`config.mk`:
```
export PLATFORM = sky130hd
export DESIGN_NAME = load_store_unit_flat
export DESIGN_NICKNAME = d
export VERILOG_FILES = /design/src/rtl/load_store_unit_if.sv /design/src/rtl/load_store_unit.sv /design/src/flat_wrapper.sv
export SDC_FILE = /design/constraint.sdc
export NUM_CORES = 1
export LEC_CHECK = 0
export ABC_AREA = 1
export ABC_CLOCK_PERIOD_IN_PS = 2850
export CAP_MARGIN = 20
export CORE_AREA = 2 2 108 110
export CTS_BUF_LIST = sky130_fd_sc_hd__clkbuf_2 sky130_fd_sc_hd__clkbuf_4 sky130_fd_sc_hd__clkbuf_8
export DETAILED_ROUTE_END_ITERATION = 10
export DIE_AREA = 0 0 110 112
export PLACE_DENSITY = 0.88
export SLEW_MARGIN = 10
export SYNTH_ARGS = -nofsm -noshare
export SYNTH_HDL_FRONTEND = slang
export SYNTH_SLANG_ARGS = --single-unit
```
`constraint.sdc`:
```
create_clock -name clk -period 2.85 [get_ports clk]
set_input_delay 0.855 -clock clk [delete_from_list [all_inputs] [get_ports clk]]
set_output_delay 0.855 -clock clk [all_outputs]
set_load 0.01 [all_outputs]
```
`src/rtl/load_store_unit_if.sv`:
```
// Data-memory bus between the load/store unit (master) and memory (slave).
interface load_store_unit_if;
   logic        mem_req_o;
   logic        mem_we_o;
   logic [31:0] mem_addr_o;
   logic [31:0] mem_wdata_o;
   logic [3:0]  mem_be_o;
   logic        mem_ack_i;
   logic [31:0] mem_rdata_i;

   modport master (
      output mem_req_o, mem_we_o, mem_addr_o, mem_wdata_o, mem_be_o,
      input  mem_ack_i, mem_rdata_i
   );

   modport slave (
      input  mem_req_o, mem_we_o, mem_addr_o, mem_wdata_o, mem_be_o,
      output mem_ack_i, mem_rdata_i
   );
endinterface

```
`src/rtl/load_store_unit.sv`:
```
// Memory-access stage: one load/store per req/ack bus transaction,
// with alignment checks, lane formatting and a bus timeout.
module load_store_unit #(
   parameter int unsigned TIMEOUT_CYCLES = 16
) (
   input  logic        clk,
   input  logic        rst,
   input  logic        req_valid_i,
   output logic        req_ready_o,
   input  logic        req_we_i,
   input  logic [1:0]  req_size_i,
   input  logic        req_unsigned_i,
   input  logic [31:0] req_addr_i,
   input  logic [31:0] req_wdata_i,
   output logic        rsp_valid_o,
   output logic [31:0] rsp_rdata_o,
   output logic        rsp_err_o,
   output logic        busy_o,
   load_store_unit_if.master mem
);

   typedef enum logic [1:0] {IDLE, BUS, RESP} state_t;

   localparam logic [7:0] LAST = 8'(TIMEOUT_CYCLES - 1);

   state_t      state_q, state_d;
   logic [7:0]  cnt_q, cnt_d;
   logic        we_q, we_d;
   logic [1:0]  size_q, size_d;
   logic        uns_q, uns_d;
   logic [1:0]  off_q, off_d;
   logic [31:0] addr_q, addr_d;
   logic [31:0] wdata_q, wdata_d;
   logic [3:0]  be_q, be_d;
   logic        err_q, err_d;
   logic [31:0] rdata_q, rdata_d;

   logic        bad;
   logic [3:0]  be_fmt;
   logic [31:0] wd_fmt;
   logic [31:0] lane;
   logic [31:0] ld_fmt;

   always_comb begin
      bad    = 1'b0;
      be_fmt = 4'b1111;
      wd_fmt = req_wdata_i;
      unique case (req_size_i)
         2'b00: begin
            be_fmt = 4'b0001 << req_addr_i[1:0];
            wd_fmt = {4{req_wdata_i[7:0]}};
         end
         2'b01: begin
            bad    = req_addr_i[0];
            be_fmt = 4'b0011 << req_addr_i[1:0];
            wd_fmt = {2{req_wdata_i[15:0]}};
         end
         2'b10: bad = (req_addr_i[1:0] != 2'b00);
         default: bad = 1'b1;
      endcase
   end

   always_comb begin
      lane   = mem.mem_rdata_i >> {off_q, 3'b000};
      ld_fmt = lane;
      unique case (size_q)
         2'b00: ld_fmt = {{24{~uns_q & lane[7]}}, lane[7:0]};
         2'b01: ld_fmt = {{16{~uns_q & lane[15]}}, lane[15:0]};
         default: ld_fmt = lane;
      endcase
   end

   always_comb begin
      state_d = state_q;
      cnt_d   = cnt_q;
      we_d    = we_q;
      size_d  = size_q;
      uns_d   = uns_q;
      off_d   = off_q;
      addr_d  = addr_q;
      wdata_d = wdata_q;
      be_d    = be_q;
      err_d   = err_q;
      rdata_d = rdata_q;
      unique case (state_q)
         IDLE: begin
            if (req_valid_i) begin
               we_d    = req_we_i;
               size_d  = req_size_i;
               uns_d   = req_unsigned_i;
               off_d   = req_addr_i[1:0];
               addr_d  = {req_addr_i[31:2], 2'b00};
               wdata_d = wd_fmt;
               be_d    = be_fmt;
               cnt_d   = 8'd0;
               err_d   = bad;
               if (bad) begin
                  rdata_d = 32'd0;
                  state_d = RESP;
               end else begin
                  state_d = BUS;
               end
            end
         end
         BUS: begin
            // ack takes priority over an expiring timeout
            if (mem.mem_ack_i) begin
               err_d   = 1'b0;
               rdata_d = we_q ? 32'd0 : ld_fmt;
               state_d = RESP;
            end else if (cnt_q == LAST) begin
               err_d   = 1'b1;
               rdata_d = 32'd0;
               state_d = RESP;
            end else begin
               cnt_d = cnt_q + 8'd1;
            end
         end
         RESP: state_d = IDLE;
         default: state_d = IDLE;
      endcase
   end

   always_ff @(posedge clk) begin
      if (rst) begin
         state_q <= IDLE;
         cnt_q   <= 8'd0;
         we_q    <= 1'b0;
         size_q  <= 2'b00;
         uns_q   <= 1'b0;
         off_q   <= 2'b00;
         addr_q  <= 32'd0;
         wdata_q <= 32'd0;
         be_q    <= 4'd0;
         err_q   <= 1'b0;
         rdata_q <= 32'd0;
      end else begin
         state_q <= state_d;
         cnt_q   <= cnt_d;
         we_q    <= we_d;
         size_q  <= size_d;
         uns_q   <= uns_d;
         off_q   <= off_d;
         addr_q  <= addr_d;
         wdata_q <= wdata_d;
         be_q    <= be_d;
         err_q   <= err_d;
         rdata_q <= rdata_d;
      end
   end

   assign req_ready_o     = (state_q == IDLE);
   assign busy_o          = (state_q != IDLE);
   assign rsp_valid_o     = (state_q == RESP);
   assign rsp_err_o       = (state_q == RESP) & err_q;
   assign rsp_rdata_o     = rdata_q;
   assign mem.mem_req_o   = (state_q == BUS);
   assign mem.mem_we_o    = we_q;
   assign mem.mem_addr_o  = addr_q;
   assign mem.mem_wdata_o = wdata_q;
   assign mem.mem_be_o    = be_q;

endmodule

```
`src/flat_wrapper.sv`:
```
// flat-port wrapper written by rule: the top's interface ports become plain ports
module load_store_unit_flat 
#(
   parameter int unsigned TIMEOUT_CYCLES = 16
)
  (clk, rst, req_valid_i, req_ready_o, req_we_i, req_size_i, req_unsigned_i, req_addr_i, req_wdata_i, rsp_valid_o, rsp_rdata_o, rsp_err_o, busy_o, mem_mem_req_o, mem_mem_we_o, mem_mem_addr_o, mem_mem_wdata_o, mem_mem_be_o, mem_mem_ack_i, mem_mem_rdata_i);
  load_store_unit_if mem_i ();
  input  logic clk;
  input  logic rst;
  input  logic req_valid_i;
  output logic req_ready_o;
  input  logic req_we_i;
  input  logic [1:0] req_size_i;
  input  logic req_unsigned_i;
  input  logic [31:0] req_addr_i;
  input  logic [31:0] req_wdata_i;
  output logic rsp_valid_o;
  output logic [31:0] rsp_rdata_o;
  output logic rsp_err_o;
  output logic busy_o;
  output wire logic [$bits(mem_i.mem_req_o)-1:0] mem_mem_req_o;
  output wire logic [$bits(mem_i.mem_we_o)-1:0] mem_mem_we_o;
  output wire logic [$bits(mem_i.mem_addr_o)-1:0] mem_mem_addr_o;
  output wire logic [$bits(mem_i.mem_wdata_o)-1:0] mem_mem_wdata_o;
  output wire logic [$bits(mem_i.mem_be_o)-1:0] mem_mem_be_o;
  input wire logic [$bits(mem_i.mem_ack_i)-1:0] mem_mem_ack_i;
  input wire logic [$bits(mem_i.mem_rdata_i)-1:0] mem_mem_rdata_i;
  assign mem_mem_req_o = mem_i.mem_req_o;
  assign mem_mem_we_o = mem_i.mem_we_o;
  assign mem_mem_addr_o = mem_i.mem_addr_o;
  assign mem_mem_wdata_o = mem_i.mem_wdata_o;
  assign mem_mem_be_o = mem_i.mem_be_o;
  assign mem_i.mem_ack_i = mem_mem_ack_i;
  assign mem_i.mem_rdata_i = mem_mem_rdata_i;
  load_store_unit #(.TIMEOUT_CYCLES(TIMEOUT_CYCLES)) u_core (.clk(clk), .rst(rst), .req_valid_i(req_valid_i), .req_ready_o(req_ready_o), .req_we_i(req_we_i), .req_size_i(req_size_i), .req_unsigned_i(req_unsigned_i), .req_addr_i(req_addr_i), .req_wdata_i(req_wdata_i), .rsp_valid_o(rsp_valid_o), .rsp_rdata_o(rsp_rdata_o), .rsp_err_o(rsp_err_o), .busy_o(busy_o), .mem(mem_i));
endmodule
```
==> results of run 1 <==
[path summary, 6_finish.rpt]
kind,cells after the start,startpoint,endpoint
max,4,u_core.state_q[1]$_SDFFE_PP0P_,mem_mem_req_o
min,2,u_core.rsp_rdata_o[15]$_SDFFE_PP0P_,u_core.rsp_rdata_o[15]$_SDFFE_PP0P_
max reg2reg,8,u_core.off_q[0]$_SDFFE_PP0P_,u_core.rsp_rdata_o[17]$_SDFFE_PP0P_
min reg2reg,2,u_core.rsp_rdata_o[15]$_SDFFE_PP0P_,u_core.rsp_rdata_o[15]$_SDFFE_PP0P_
[power groups by stage]
stage | clock network, uW | logic [uW] | registers [uW]
after floorplan | 0 | 488 | 1850
final | 1650 | 975 | 1790
after global placement | 0 | 953 | 1820
after detailed placement | 0 | 964 | 1820
after global routing | 1730 | 1070 | 1800
after CTS | 1660 | 973 | 1790
[registers in the layout, indices dropped and copies added, names as in the netlist]
name,count
u_core.uns_q,1
u_core.mem.mem_we_o,1
u_core.err_q,1
u_core.mem.mem_addr_o,30
u_core.size_q,2
u_core.rsp_rdata_o,32
u_core.mem.mem_be_o,4
u_core.mem.mem_wdata_o,32
u_core.state_q,2
u_core.cnt_q,8
u_core.off_q,2
[synth_stat cells, types with 7 or more instances]
| master | n | share of area |
|---|---|---|
| clkbuf_1 | 13 | 0.0091 |
| a31oi_1 | 13 | 0.015 |
| a21oi_1 | 69 | 0.064 |
| a21oi_2 | 10 | 0.016 |
| nor2_1 | 101 | 0.071 |
| a211oi_1 | 8 | 0.011 |
| buf_6 | 9 | 0.019 |
| nand3_1 | 39 | 0.036 |
| o21ai_0 | 59 | 0.055 |
| dfxtp_1 | 115 | 0.43 |
| nand2_1 | 218 | 0.15 |
| buf_2 | 13 | 0.012 |
| o211ai_1 | 7 | 0.0098 |
| buf_4 | 12 | 0.017 |
| inv_1 | 24 | 0.017 |
[routing by layer]
metal / wire length, um / share of wire / GRT usage / up-vias
met3: 1900 / 0.11 / 0.121 / 40
li1: - / - / - / 2840
met1: 6540 / 0.39 / 0.319 / 2601
met2: 7930 / 0.47 / 0.446 / 284
met4: 435 / 0.026 / 0.101 / 0
met5: 0 / 0 / 0 / -
[layout make-up]
type	count	area, um2	share of cell area
Clock buffer	19	262	0.0334
Clock inverter	13	174	0.0222
Inverter	33	134	0.0171
Multi-Input combinational cell	556	2610	0.334
Sequential cell	115	2300	0.294
Tap cell	143	179	0.0229
Timing Repair Buffer	218	2160	0.276
[cells by family (layout without fill, tap and decap cells)]
| family | after synthesis | count (layout) | synth area share |
|---|---|---|---|
| AND/OR/NAND/NOR | 381 | 381 | 0.303 |
| AO/OA/AOI/OAI | 172 | 172 | 0.180 |
| flip-flops | 115 | 115 | 0.429 |
| buffers and inverters | 84 | 283 | 0.0851 |
| adder cells (fa/ha/maj) | 1 | 1 | 0.00233 |
| other | 1 | 2 | 0.000699 |
[critical path, cell delays in order, from the launching register on]
cell             delay, ps
dfxtp_1                380
inv_1                   90
nand2_2                130
clkinv_2               120
clkdlybuf4s50_1        500
[per-stage QoR]
step / worst slack (ps) / power (uW) / area [um2] / instances / util
global placement: 353 / 2770 / 7390 / 1065 / 0.661
CTS: 319 / 4430 / 7830 / 1097 / 0.700
detailed placement: 322 / 2790 / 7390 / 1065 / 0.661
floorplan: 1020 / 2340 / 5370 / 755 / -
finish: 346 / 4420 / 7830 / 1097 / 0.700
global route: 257 / 4600 / 7830 / 1097 / 0.700
==> run metrics, run 1 <==
Core ar. 11200 um2; final RePlAce weighted congestion 0.927; Psw 1310 uW; share of cells above drive strength 1 0.0849; post_cts resized 0; Post-synth EDFFs 0; CP arrival 1650 ps; Via density 5.26; power density cells 564 nW/um2; WL per Instance 15.3 um; min-delay worst type register to register; Post-Syn Area 5370 um2; Yosys reg bits 115; syn_area_per_cell 7.12 um2; Data required, critical path 2000 ps; Tcrit/Tclk final 0.879; Cell variety after synth 34; Setup Buffers After CTS 0; Fin Hold WS 466 ps; Syn Inst Count 754; commonest non-fill, non-tap cell in the layout nand2_1; hold buffer count at cts 0; H-tree depth 4; Final ANT Viol Nets 0; worst-margin pin slew 743 ps; IO Pins 210; final setup vio count 0; Ant. Diodes 0; Final TNS setup 0 ps; DIE AREA 12300 um2; Port Buf Inserts 207; Comb pwr share 0.221; vias in the first global route 5575; Initial Util 0.480; hpwl dp 11800 um; Max Clk Rate 399 MHz; Clock Tree Buf Depth 2; commonest cells after routing, fill and taps aside 218 x nand2_1, 206 x clkdlybuf4s50_1, 115 x dfxtp_1; Final #Nets 1046; initial antenna violation count 0; Peak VDD IR 371 uV; endpoint class of the critical path output port; filler cell count 889; main flop type after synthesis dfxtp_1; chip width 110 um; via count 5765; drt pass-1 iters 5; yosys warns 0; status finished, final reports clean; clk slew on worst S/H paths 70 ps; reg-to-reg slack, setup 850 ps; crit path time final 2500 ps; Die H 112 um; Slew HR 0.505; sequential-to-total area share from yosys stat 0.429; maximum fanout along the worst path 4; Async SR Flop Fraction 0; RSZ-0062 raised after global routing no; Leak 0.00312 uW; critical setup path kind register to output port; area added between synthesis and finish 45.8%; first-pass GRT wire length 26700 um; Slew Limit Fails 0; Skew-Pair Late Insertion Delay 430 ps; Clk network pwr share 0.374; CTS Buf Count 17; drt drc 0; max-cap violations 0; cell-internal power 3100 uW; CTS Root Cell clkbuf_8; crit start category register; Reg power frac 0.405; Final Hold Fails 0; skew final 15.4 ps; DRT Wirelength 16800 um; drt initial violations 523; clock sink total 115; total congestion overflow 0; TritonCTS clock tree done; pin count of the biggest net entering global routing 63; FP Rows 39; GR Util All Layers 0.275; Sw Share 0.297
Note: power is estimated with default switching activity, not from simulation.
==> run 2, diff against run 1 <==
CELL_PAD_IN_SITES_DETAIL_PLACEMENT = 2   (was unset)
CELL_PAD_IN_SITES_GLOBAL_PLACEMENT = 2   (was unset)
CORE_AREA = 2 2 150 152   (was 2 2 108 110)
DIE_AREA = 0 0 152 154   (was 0 0 110 112)
PLACE_DENSITY = 0.86   (was 0.88)
==> run metrics, run 2 (synthesis results as in run 1) <==
Skew-Pair Late Insertion Delay 450 ps (was 430 ps); Clock Tree Buf Depth 2 (unchanged); DRT Wirelength 22700 um (was 16800 um); drt drc 0 (unchanged); drt pass-1 iters 4 (was 5); post_cts resized 0 (unchanged); pin count of the biggest net entering global routing 63 (unchanged); commonest non-fill, non-tap cell in the layout nand2_1 (unchanged); reg-to-reg slack, setup 880 ps (was 850 ps); final RePlAce weighted congestion 0.792 (was 0.927); Peak VDD IR 318 uV (was 371 uV); IO Pins 210 (unchanged); first-pass GRT wire length 35900 um (was 26700 um); TritonCTS clock tree done (unchanged); Final TNS setup 0 ps (unchanged); power density cells 561 nW/um2 (was 564 nW/um2); clock sink total 115 (unchanged); end point of the critical path mem_mem_req_o (unchanged); Ant. Diodes 0 (unchanged); Setup Buffers After CTS 0 (unchanged); total congestion overflow 0 (unchanged); CP startpoint u_core.state_q[1]$_SDFFE_PP0P_ (unchanged); commonest cells after routing, fill and taps aside 218 x nand2_1, 206 x clkdlybuf4s50_1, 115 x dfxtp_1 (unchanged); Slew HR 0.469 (was 0.505); vias in the first global route 6485 (was 5575); Final Hold Fails 0 (unchanged); Final ANT Viol Nets 0 (unchanged); DIE AREA 23400 um2 (was 12300 um2); WL per Instance 18.3 um (was 15.3 um); Tcrit/Tclk final 0.906 (was 0.879); FP Rows 54 (was 39); crit path time final 2580 ps (was 2500 ps); status finished, final reports clean (unchanged); CP arrival 1730 ps (was 1650 ps); initial antenna violation count 1 (was 0); Initial Util 0.247 (was 0.480); via count 5917 (was 5765); Via density 4.78 (was 5.26); GR Util All Layers 0.194 (was 0.275); crit path cell chain inv_1 -> nand2_2 -> clkinv_2 -> clkdlybuf4s50_1 (unchanged); H-tree depth 4 (unchanged); maximum fanout along the worst path 4 (unchanged); Port Buf Inserts 207 (unchanged); area added between synthesis and finish 49.1% (was 45.8%); Max Clk Rate 387 MHz (was 399 MHz); hold buffer count at cts 0 (unchanged); hpwl dp 16600 um (was 11800 um); Data required, critical path 2000 ps (about the same); Finished Cell Area 8000 um2 (was 7830 um2); Final #Nets 1049 (was 1046); RSZ-0062 raised after global routing no (unchanged); worst-margin pin slew 796 ps (was 743 ps); Worst R2R Start u_core.off_q[0]$_SDFFE_PP0P_ (unchanged); chip width 152 um (was 110 um); Die H 154 um (was 112 um); Power Total 4490 uW (was 4420 uW); Fin Hold WS 470 ps (was 466 ps); skew final 16.2 ps (was 15.4 ps); critical setup path kind register to output port (unchanged); drt initial violations 228 (was 523); share of cells above drive strength 1 0.0878 (was 0.0849); placed cell areas 7580 um2 (was 7390 um2); endpoint class of the critical path output port (unchanged); crit start category register (unchanged); final setup vio count 0 (unchanged); Leak 0.00313 uW (was 0.00312 uW); CTS Buf Count 17 (unchanged); Core ar. 21700 um2 (was 11200 um2); clk slew on worst S/H paths 90 ps (was 70 ps); Util after Layout 0.369 (was 0.700); RR Endpoint u_core.rsp_rdata_o[21]$_SDFFE_PP0P_ (was u_core.rsp_rdata_o[17]$_SDFFE_PP0P_); Worst path max stage delay 510 ps (was 500 ps); Slew Limit Fails 0 (unchanged); CTS Root Cell clkbuf_8 (unchanged); Worst path slowest cell clkdlybuf4s50_1 (unchanged); min-delay worst type register to register (unchanged); worst r2r path cells 7 (was 8); max-cap violations 0 (unchanged)
==> run 2: cell types whose count changed in the layout (fill, tap and decap cells not counted), sizes merged <==
| cell | previous run | this run |
|---|---|---|
| buf | 12 | 15 |
| clkinvlp | 3 | 1 |
| clkbuf | 19 | 17 |
| clkinv | 7 | 6 |
| inv | 33 | 39 |
| bufinv | 3 | 2 |
==> run 2: stage by stage <==
step	instances	setup slack, ps
finish	1237	268
global route	1237	145
CTS	1237	187
detailed placement	1205	148
global placement	1205	258
floorplan	755	1020
==> run 2: layout make-up <==
| type | instances | area (um2) |
|---|---|---|
| repair buffers | 221 | 2180 |
| inverters | 33 | 134 |
| clock inverters | 15 | 185 |
| flip-flops and latches | 115 | 2300 |
| well taps | 280 | 350 |
| fillers | 2528 | 13700 |
| clock buffers | 17 | 234 |
| multi-input cells | 556 | 2610 |
==> run 2: how the worst min path moves through the flow <==
stage | start | endpoint | slack [ps] | cells after the start
floorplan | u_core.cnt_q[0]$_SDFFE_PP0P_ | u_core.cnt_q[0]$_SDFFE_PP0P_ | 450 | 1
global placement | u_core.rsp_rdata_o[5]$_SDFFE_PP0P_ | u_core.rsp_rdata_o[5]$_SDFFE_PP0P_ | 450 | 2
detailed placement | u_core.rsp_rdata_o[4]$_SDFFE_PP0P_ | u_core.rsp_rdata_o[4]$_SDFFE_PP0P_ | 460 | 2
CTS | u_core.rsp_rdata_o[4]$_SDFFE_PP0P_ | u_core.rsp_rdata_o[4]$_SDFFE_PP0P_ | 470 | 2
global route | u_core.rsp_rdata_o[2]$_SDFFE_PP0P_ | u_core.rsp_rdata_o[2]$_SDFFE_PP0P_ | 500 | 2
finish | u_core.rsp_rdata_o[4]$_SDFFE_PP0P_ | u_core.rsp_rdata_o[4]$_SDFFE_PP0P_ | 470 | 2
==> run 2: where the power goes <==
| group | switching [uW] | leakage [uW] | internal (uW) |
|---|---|---|---|
| Combinational | 571 | 0.00198 | 465 |
| Sequential | 71.5 | 0.000943 | 1720 |
| Clock | 840 | 0.000211 | 821 |
==> run 2: worst max-delay path, delay by kind of cell, from the launching register on <==
kind / cells / cell delay [ps]
buffers and inverters: 3 / 740
flip-flops: 1 / 400
AND/OR/NAND/NOR: 1 / 140
==> run 2: metal layers <==
layer	track usage	wire length [um]	part of all wire
met2	0.347	11400	0.50
met4	0.0507	297	0.013
met5	0	12	0.00053
met1	0.212	8990	0.40
met3	0.0820	1990	0.088
==> run 3, diff against run 2 <==
ABC_AREA = unset   (was 1)
CORE_AREA = 2 2 142 144   (was 2 2 150 152)
DIE_AREA = 0 0 144 146   (was 0 0 152 154)
==> run metrics, run 3 <==
yosys warns 0 (unchanged); top sig layer met4 (was met5); Data required, critical path 2000 ps (about the same); M1 wire length 7900 um (was 8990 um); Post-Syn Area 4970 um2 (was 5370 um2); drt initial violations 171 (was 228); Skew-Pair Late Insertion Delay 430 ps (was 450 ps); hold buffer count at cts 0 (unchanged); critical setup path kind register to output port (unchanged); power density cells 565 nW/um2 (was 561 nW/um2); via count 5041 (was 5917); max-cap violations 0 (unchanged); sequential-to-total area share from yosys stat 0.464 (was 0.429); syn_area_per_cell 8.64 um2 (was 7.12 um2); CP arrival 1770 ps (was 1730 ps); met2 WL 10200 um (was 11400 um); Final Non-Filler Cells 1054 (was 1237); Syn Inst Count 575 (was 754); Port Buf Inserts 207 (unchanged); vias in the first global route 5565 (was 6485); Worst path max stage delay 470 ps (was 510 ps); min-delay worst type register to register (unchanged); Multi-input gate area 2430 um2 (was 2610 um2); Worst path slowest cell clkdlybuf4s50_1 (unchanged); top cells by count, synth 125 x nand2_1, 115 x dfxtp_1, 74 x a21oi_1 (was 218 x nand2_1, 115 x dfxtp_1, 101 x nor2_1); hpwl dp 14200 um (was 16600 um); Core ar. 19300 um2 (was 21700 um2); Async SR Flop Fraction 0 (unchanged); Storage cell area 2300 um2 (unchanged); area added between synthesis and finish 56.7% (was 49.1%); Slew Limit Fails 0 (unchanged); DRT Wirelength 19700 um (was 22700 um); commonest cells after routing, fill and taps aside 205 x clkdlybuf4s50_1, 125 x nand2_1, 115 x dfxtp_1 (was 218 x nand2_1, 206 x clkdlybuf4s50_1, 115 x dfxtp_1); endpoint class of the critical path output port (unchanged); most frequent cell after synthesis nand2_1 (unchanged); CTS Buf Count 17 (unchanged); RSZ-0062 raised after global routing no (unchanged); Synth area leaders dfxtp_1 46%, nand2_1 9.4%, a21oi_1 7.5% (was dfxtp_1 43%, nand2_1 15%, nor2_1 7.1%); worst-margin pin slew 1010 ps (was 796 ps); drt pass-1 iters 4 (unchanged); final setup vio count 0 (unchanged); Ant. Diodes 0 (unchanged); commonest non-fill, non-tap cell in the layout clkdlybuf4s50_1 (was nand2_1); crit path time final 2630 ps (was 2580 ps); Die H 146 um (was 154 um); Util after Layout 0.402 (was 0.369); filler cell count 2149 (was 2528); clk slew on worst S/H paths 80 ps (was 90 ps); Synth area leader dfxtp_1 (unchanged); Leak 0.00286 uW (was 0.00313 uW); Synth top area share 0.464 (was 0.429); Final #Nets 881 (was 1049); Slew HR 0.326 (was 0.469); H-tree depth 4 (unchanged); drt drc 0 (unchanged); Max Clk Rate 381 MHz (was 387 MHz); Yosys reg bits 115 (unchanged); status finished, final reports clean (unchanged); post_cts resized 0 (unchanged); pin count of the biggest net entering global routing 57 (was 63); CTS Root Cell clkbuf_8 (unchanged); skew final 11.5 ps (was 16.2 ps); share of cells above drive strength 1 0.106 (was 0.0878); dpl cells 1022 (was 1205); initial antenna violation count 0 (was 1); first-pass GRT wire length 31000 um (was 35900 um); total congestion overflow 0 (unchanged); DIE AREA 21000 um2 (was 23400 um2); main flop type after synthesis dfxtp_1 (unchanged); chip width 144 um (was 152 um); Clock Tree Buf Depth 2 (unchanged); FP Rows 51 (was 54); Final ANT Viol Nets 0 (unchanged); maximum fanout along the worst path 8 (was 4); Final Hold Fails 0 (unchanged); TritonCTS clock tree done (unchanged); crit start category register (unchanged); met3 wire len 1270 um (was 1990 um); Cell variety after synth 49 (was 34); Tcrit/Tclk final 0.921 (was 0.906); IO Pins 210 (unchanged); GR Util All Layers 0.189 (was 0.194); Setup Buffers After CTS 0 (unchanged); Fin Hold WS 458 ps (was 470 ps); Post-synth EDFFs 0 (unchanged); clock sink total 115 (unchanged); Peak VDD IR 265 uV (was 318 uV); crit path cell chain and2b_2 -> and2_1 -> clkdlybuf4s50_1 (was inv_1 -> nand2_2 -> clkinv_2 -> clkdlybuf4s50_1); final RePlAce weighted congestion 0.729 (was 0.792); Initial Util 0.257 (was 0.247); WL per Instance 18.7 um (was 18.3 um); Via density 4.78 (about the same)
-- run 3: cell count changes in the layout (fill, tap and decap cells not counted), sizes merged, moves of 32 or more --
cell and change:
o21ai -32, nor2 -59, inv -35, mux2i +33, nand3 -41, nand2 -99
-- run 3: routing by layer --
layer  global-route usage  up-vias
met2                0.333      142
met3               0.0642       33
met4               0.0623        0
met5                    0        -
met1                0.213     2448
li1                     -     2418
-- run 3: kinds of logic after synthesis --
logic type                 synth area share
and+or+nand+nor                       0.169
AOI/OAI and AO/OA                     0.223
muxes                                0.0869
other                              0.000755
buffers and inverters                0.0489
adders and majority gates           0.00252
xor gates and xnor gates            0.00529
DFF                                   0.464
-- run 3: final timing paths --
check | to | from | cells past startpoint | slack, ps
setup / recovery | rsp_err_o | u_core.state_q[0]$_SDFFE_PP0P_ | 3 | 220
hold / removal | u_core.mem.mem_addr_o[15]$_SDFFE_PP0P_ | u_core.mem.mem_addr_o[15]$_SDFFE_PP0P_ | 2 | 460
setup reg to reg | u_core.rsp_rdata_o[21]$_SDFFE_PP0P_ | u_core.off_q[0]$_SDFFE_PP0P_ | 5 | 720
hold reg to reg | u_core.mem.mem_addr_o[15]$_SDFFE_PP0P_ | u_core.mem.mem_addr_o[15]$_SDFFE_PP0P_ | 2 | 460
-- run 3: layout make-up --
class / instances / share of cell area
multi-input combinational: 412 / 0.312
sequential: 115 / 0.296
timing repair buffer: 228 / 0.292
tap: 265 / 0.0426
clock buffer: 17 / 0.0301
clock inverter: 15 / 0.0265
inverter: 2 / 0.000965
-- run 3: where the power goes --
part | internal [uW] | leakage, uW | switching (uW)
Combinational | 461 | 0.00170 | 447
Clock | 961 | 0.000217 | 752
Sequential | 1710 | 0.000941 | 63.3
-- run 3: worst max-delay path, delay by kind of cell, from the launching register on --
family	cells	cell delay, ps
simple gates	2	410
flops	1	460
buf+inv	1	470
-- run 3: through the flow --
step           instance area, um2  setup TNS, ps  worst slack [ps]  power, uW
3_3_place_gp                 7340              0              70.7       2690
3_5_place_dp                 7340           -157             -54.5       2720
4_1_cts                      7780              0               186       4470
5_1_grt                      7780              0               123       4610
2_1_floorplan                4970              0               700       2210
6_report                     7780              0               224       4390
